## src/rtl/wb_trace_buf.sv

```systemverilog
// Retirement trace buffer fed by the write-back stage.
// Captures retired PC/instruction/result with a retire sequence tag into a
// circular buffer, started immediately or on a PC trigger, and either stops
// or overwrites the oldest entry when full. Entries drain through a
// first-word-fall-through valid/ready port.

`ifndef SIZE_ADDR
`define SIZE_ADDR 32
`endif
`ifndef SIZE_DATA
`define SIZE_DATA 32
`endif

module wb_trace_buf #(
    parameter int ADDR_W = `SIZE_ADDR,
    parameter int DATA_W = `SIZE_DATA,
    parameter int DEPTH  = 16,
    parameter int SEQ_W  = 16
) (
    input  logic                       iw_clk,
    input  logic                       iw_rst,
    input  logic                       iw_arm,
    input  logic                       iw_disarm,
    input  logic                       iw_trig_en,
    input  logic [ADDR_W-1:0]          iw_trig_pc,
    input  logic                       iw_stop_on_full,
    input  logic                       iw_ret_valid,
    input  logic [ADDR_W-1:0]          iw_ret_pc,
    input  logic [DATA_W-1:0]          iw_ret_instr,
    input  logic [DATA_W-1:0]          iw_ret_result,
    output logic                       ow_rd_valid,
    input  logic                       iw_rd_ready,
    output logic [ADDR_W-1:0]          ow_rd_pc,
    output logic [DATA_W-1:0]          ow_rd_instr,
    output logic [DATA_W-1:0]          ow_rd_result,
    output logic [SEQ_W-1:0]           ow_rd_seq,
    output logic [1:0]                 ow_state,
    output logic [$clog2(DEPTH):0]     ow_count,
    output logic [15:0]                ow_dropped
);

    localparam int PTR_W = $clog2(DEPTH);
    localparam int CNT_W = PTR_W + 1;

    typedef enum logic [1:0] {
        IDLE    = 2'd0,
        ARMED   = 2'd1,
        CAPTURE = 2'd2,
        STOPPED = 2'd3
    } state_t;

    state_t             state;
    logic [PTR_W-1:0]   wptr;
    logic [PTR_W-1:0]   rptr;
    logic [CNT_W-1:0]   count;
    logic [SEQ_W-1:0]   seq;
    logic [15:0]        dropped;

    logic [ADDR_W-1:0]  pc_mem    [DEPTH];
    logic [DATA_W-1:0]  instr_mem [DEPTH];
    logic [DATA_W-1:0]  res_mem   [DEPTH];
    logic [SEQ_W-1:0]   seq_mem   [DEPTH];

    logic capture;
    logic pop;
    logic full;
    logic do_write;
    logic overwrite;
    logic stop_now;
    logic drop;

    // Decode this cycle's capture, pop, write and drop events; arm and
    // disarm both suppress capture so the arming cycle never records.
    always_comb begin
        capture   = 1'b0;
        if (!iw_arm && !iw_disarm && iw_ret_valid) begin
            capture = (state == CAPTURE) ||
                      ((state == ARMED) && (iw_ret_pc == iw_trig_pc));
        end
        pop       = (count != '0) && iw_rd_ready;
        full      = (count == CNT_W'(DEPTH));
        // A pop on a full buffer frees a slot, so it is never a drop.
        stop_now  = capture && full && !pop && iw_stop_on_full;
        overwrite = capture && full && !pop && !iw_stop_on_full;
        do_write  = capture && !stop_now;
        drop      = (capture && full && !pop) ||
                    (!iw_arm && !iw_disarm && (state == STOPPED) && iw_ret_valid);
    end

    // Entry storage; contents are don't-care until counted as valid.
    always_ff @(posedge iw_clk) begin
        if (do_write) begin
            pc_mem[wptr]    <= iw_ret_pc;
            instr_mem[wptr] <= iw_ret_instr;
            res_mem[wptr]   <= iw_ret_result;
            seq_mem[wptr]   <= seq;
        end
    end

    // Control: state machine, pointers, occupancy, sequence tag, drop count.
    always_ff @(posedge iw_clk or posedge iw_rst) begin
        if (iw_rst) begin
            state   <= IDLE;
            wptr    <= '0;
            rptr    <= '0;
            count   <= '0;
            seq     <= '0;
            dropped <= '0;
        end else begin
            seq <= seq + SEQ_W'(iw_ret_valid);
            if (iw_arm) begin
                state   <= iw_trig_en ? ARMED : CAPTURE;
                wptr    <= '0;
                rptr    <= '0;
                count   <= '0;
                dropped <= '0;
            end else begin
                if (iw_disarm) begin
                    state <= IDLE;
                end else if ((state == ARMED) && capture) begin
                    state <= CAPTURE;
                end else if (stop_now) begin
                    state <= STOPPED;
                end
                if (do_write) begin
                    wptr <= wptr + PTR_W'(1);
                end
                if (pop || overwrite) begin
                    rptr <= rptr + PTR_W'(1);
                end
                if (do_write && !pop && !overwrite) begin
                    count <= count + CNT_W'(1);
                end else if (pop && !do_write) begin
                    count <= count - CNT_W'(1);
                end
                if (drop && (dropped != 16'hFFFF)) begin
                    dropped <= dropped + 16'd1;
                end
            end
        end
    end

    // Head entry is shown combinationally; fields read as zero when empty.
    always_comb begin
        ow_rd_valid  = (count != '0);
        ow_rd_pc     = ow_rd_valid ? pc_mem[rptr]    : '0;
        ow_rd_instr  = ow_rd_valid ? instr_mem[rptr] : '0;
        ow_rd_result = ow_rd_valid ? res_mem[rptr]   : '0;
        ow_rd_seq    = ow_rd_valid ? seq_mem[rptr]   : '0;
        ow_state     = state;
        ow_count     = count;
        ow_dropped   = dropped;
    end

endmodule

```

## config.mk

```make
export PLATFORM = sky130hd
export DESIGN_NAME = wb_trace_buf
export DESIGN_NICKNAME = d
export VERILOG_FILES = /design/src/rtl/wb_trace_buf.sv
export SDC_FILE = /design/constraint.sdc
export NUM_CORES = 1
export LEC_CHECK = 0
export ABC_AREA = 1
export BUFFER_PORTS_ARGS = -buffer_cell sky130_fd_sc_hd__buf_4
export CAP_MARGIN = 5
export CORE_UTILIZATION = 31
export CTS_CLUSTER_DIAMETER = 60
export DETAILED_ROUTE_END_ITERATION = 16
export PLACE_DENSITY_LB_ADDON = 0.3
export SETUP_SLACK_MARGIN = 0.5
export SLEW_MARGIN = 15
export SYNTH_ARGS = -nofsm -noshare
export SYNTH_HDL_FRONTEND = slang
export SYNTH_SLANG_ARGS = --single-unit
```

## constraint.sdc

```tcl
create_clock -name iw_clk -period 21 [get_ports iw_clk]
set_input_delay 4.2 -clock iw_clk [delete_from_list [all_inputs] [get_ports iw_clk]]
set_output_delay 4.2 -clock iw_clk [all_outputs]
set_load 0.01 [all_outputs]
```

==> flow_summary_export.csv <==
group,metric,value,unit
outcome,status,"finished clean",
synth,synth-main-ff-cell,"edfxtp_1",
clock_tree,cts_inserted_buffers,200,
clock_tree,post_cts_buffers,0,
synth,yosys.area.top_type,"edfxtp_1",
power,p_clk_frac,0.364,
final_layout,area_growth,16.4,%
min_path,min_path_cells,2,
critical_path,critical_path_class,"flip-flop to primary output",
timing,fin_ws,11.06,ns
floorplan,io_pins,272,
synth,synth_cell_types,34,
power,p_sw_frac,0.308,
synth,syn_area,72000,um2
placement,dp_hpwl,102000,um
final_layout,drive_gt1_frac,0.124,
timing,timing.final.crit_share,0.473,
timing,setup_violations,0,
clock_tree,htree_levels,4,
grt,grt_usage,0.178,
grt,antenna_found_initial,20,
synth,synth_cells,5201,
clock_tree,hold_buffers,0,
critical_path,crit_fanout,101,
synth,yosys-top-cells-area,"edfxtp_1 (75%), o21ai_0 (6.3%), nor2_1 (5.0%), o221ai_1 (3.8%), clkbuf_1 (1.7%)",
clock_tree,clock-root-buffer,"clkbuf_16",
synth,synth_seq_area_share,0.764,
placement,place_ws,11.61,ns
drt,wl_per_cell,25.0,um
timing,rsz0062_at_grt,"no",
placement,placed_cells,8184,
timing,max_freq,101,MHz
drt,wl,214000,um
drt,vias_per_cell,5.32,
critical_path,startpoint_type,"flip-flop",
power,p_leak,0.0265,uW
critical_path,endpoint_kind,"primary output",
synth,netlist_top_cells_count,"edfxtp_1 (1792), nor2_1 (957), o21ai_0 (900), clkbuf_1 (320), o221ai_1 (315)",
floorplan,fp.dieH,484,um
timing,fin_crit,9.94,ns
synth,synth_seq_cells,1839,
min_path,min_path_type,"flip-flop to flip-flop",
power,vdd_ir_drop_max,0.0000829,V
grt,grt_pass1_wl,310000,um
timing,worstMarginPinSlew,1.22,ns
power,total_power,9620,uW
synth,syn_nets,5350,
final_layout,fin_area,83800,um2
clock_tree,clkTransAtPathRegs,0.06,ns
clock_tree,cts_resized,0,
synth,ys_warn_count,0,
critical_path,crit_required,16.80,ns
grt,grt_max_degree,260,
critical_path,cp_data_arrival_time,5.74,ns
critical_path,r2r_cells,16,
placement,io_buffers,271,
drt,ant_nets,0,
floorplan,rows,176,
floorplan,die-area,234000,um2
run,max-cap-violations,0,
synth,ys_async_sr_fraction,0.0256,
timing,finalMaxSlewViolations,0,
clock_tree,clockBufferDepth,3,
clock_tree,clk_latency,0.86,ns
drt,drt_iter0_markers,4350,
synth,avgSynthCellArea,13.8,um2
placement,place_area,77200,um2
grt,grt_pass1_vias,44500,
timing,final_hold_viol_count,0,
timing,max-slew-margin-rel,0.184,
placement,gp_congestion,0.745,
power,p_per_area,115,nW/um2
power,internal-power,6660,uW
drt,first_pass_iters,7,
timing,tns,0,ns
synth,synth_top_area_frac,0.747,
final_layout,fin_cells,8568,
synth,post-synth-top-count-cell,"edfxtp_1",
clock_tree,clkSinkCount,1839,
clock_tree,cts_tree,"built",
floorplan,initial_core_util,0.312,
floorplan,die_w,484,um
synth,synth_edf_count,1792,
floorplan,core_area,231000,um2
power,power_frac_comb,0.207,
timing,worst_clock_skew,0.0386,ns
drt,drcViolationCount,0,
final_layout,nets,5510,
grt,gr-total-overflow,0,
power,pwr-share-seq,0.430,
drt,vias,45600,
power,p_sw,2960,uW
flip-flops by register name, indices dropped and copies added, names as in the netlist:
name        count
pc_mem        512
seq_mem       256
wptr            4
res_mem       512
instr_mem     512
rptr            4
ow_state        2
seq            16
ow_dropped     16
ow_count        5
metrics by stage:
| step | util | hold slack (ns) |
|---|---|---|
| 6_report | 0.364 | 0.601 |
| 5_1_grt | 0.363 | 0.619 |
| 4_1_cts | 0.363 | 0.597 |
| 3_5_place_dp | 0.335 | 0.581 |
| 3_3_place_gp | 0.335 | 0.578 |
| 2_1_floorplan | - | 0.575 |
cell families after synthesis:
kind of cell             Yosys count  share of synthesized area
AND/OR/NAND/NOR                 1225                     0.0678
buffers and inverters            456                     0.0247
flip-flops                      1839                      0.764
adder cells (fa/ha/maj)           13                    0.00236
XOR/XNOR                          38                    0.00462
AO/OA/AOI/OAI                   1630                      0.137
layout make-up:
cell class / count / area [um2]
clock inverter: 145 / 1440
fill: 21900 / 147000
sequential: 1839 / 55000
antenna: 13 / 32.5
timing repair buffer: 348 / 2750
multi-input combinational: 2906 / 15400
clock buffer: 225 / 5140
inverter: 66 / 280
tap: 3026 / 3790
per-layer routing:
| metal | GRT usage | part of all wire |
|---|---|---|
| met3 | 0.0309 | 0.063 |
| met1 | 0.253 | 0.45 |
| met5 | 0 | 0.00020 |
| met4 | 0.0524 | 0.021 |
| met2 | 0.279 | 0.46 |
critical path, cell delays in order (launching register included):
cell and delay (ns):
dfrtp_4 0.85, buf_4 0.82, buf_4 0.86, buf_4 0.80
o21ai_0 0.22, o221ai_1 0.25, o211ai_1 0.11, a21oi_1 0.45
buf_4 0.22
path summary, 6_finish.rpt:
kind | startpoint | to | slack (ns)
min in group asynchronous | iw_rst | ow_count[1] | 3.53
setup reg to reg | ow_state[1] | seq_mem[1][9] | 15.36
max in group asynchronous | iw_rst | rptr[2] | 16.92
setup / recovery | rptr[0] | ow_rd_result[7] | 11.06
hold / removal | ow_count[3] | ow_count[3] | 0.60
hold reg to reg | ow_count[3] | ow_count[3] | 0.60
placed cells by master (no fill, tap or decap), types with 9 or more instances in the layout:
master      netlist  routed
a21oi_1         122     122
buf_12            0       9
buf_4             0     337
bufinv_16         0      17
clkbuf_1        320      23
clkbuf_16         0     202
clkinv_1          3      52
clkinv_2          0      35
clkinvlp_4        0       9
dfrtp_1          47      43
diode_2           0      13
edfxtp_1       1792    1792
ha_1             12      12
inv_1            62      61
nand2_1          97      97
nand3_1         133     133
nand4_1           9       9
nor2_1          957     940
nor2_4            0      17
o211ai_1        134     134
o21ai_0         900     900
o21ai_1          17      17
o221ai_1        315     315
o22ai_1         134     134
xnor2_1          18      18
xor2_1           20      20
power groups by stage:
stage,sequential [uW],clock (uW),combinational (uW)
after floorplan,4180,0,1130
after global placement,4210,0,1990
after detailed placement,4210,0,2010
after CTS,4130,3570,2020
after global routing,4140,3710,2180
final,4130,3500,1990
Power figures use the tool's default switching activity.
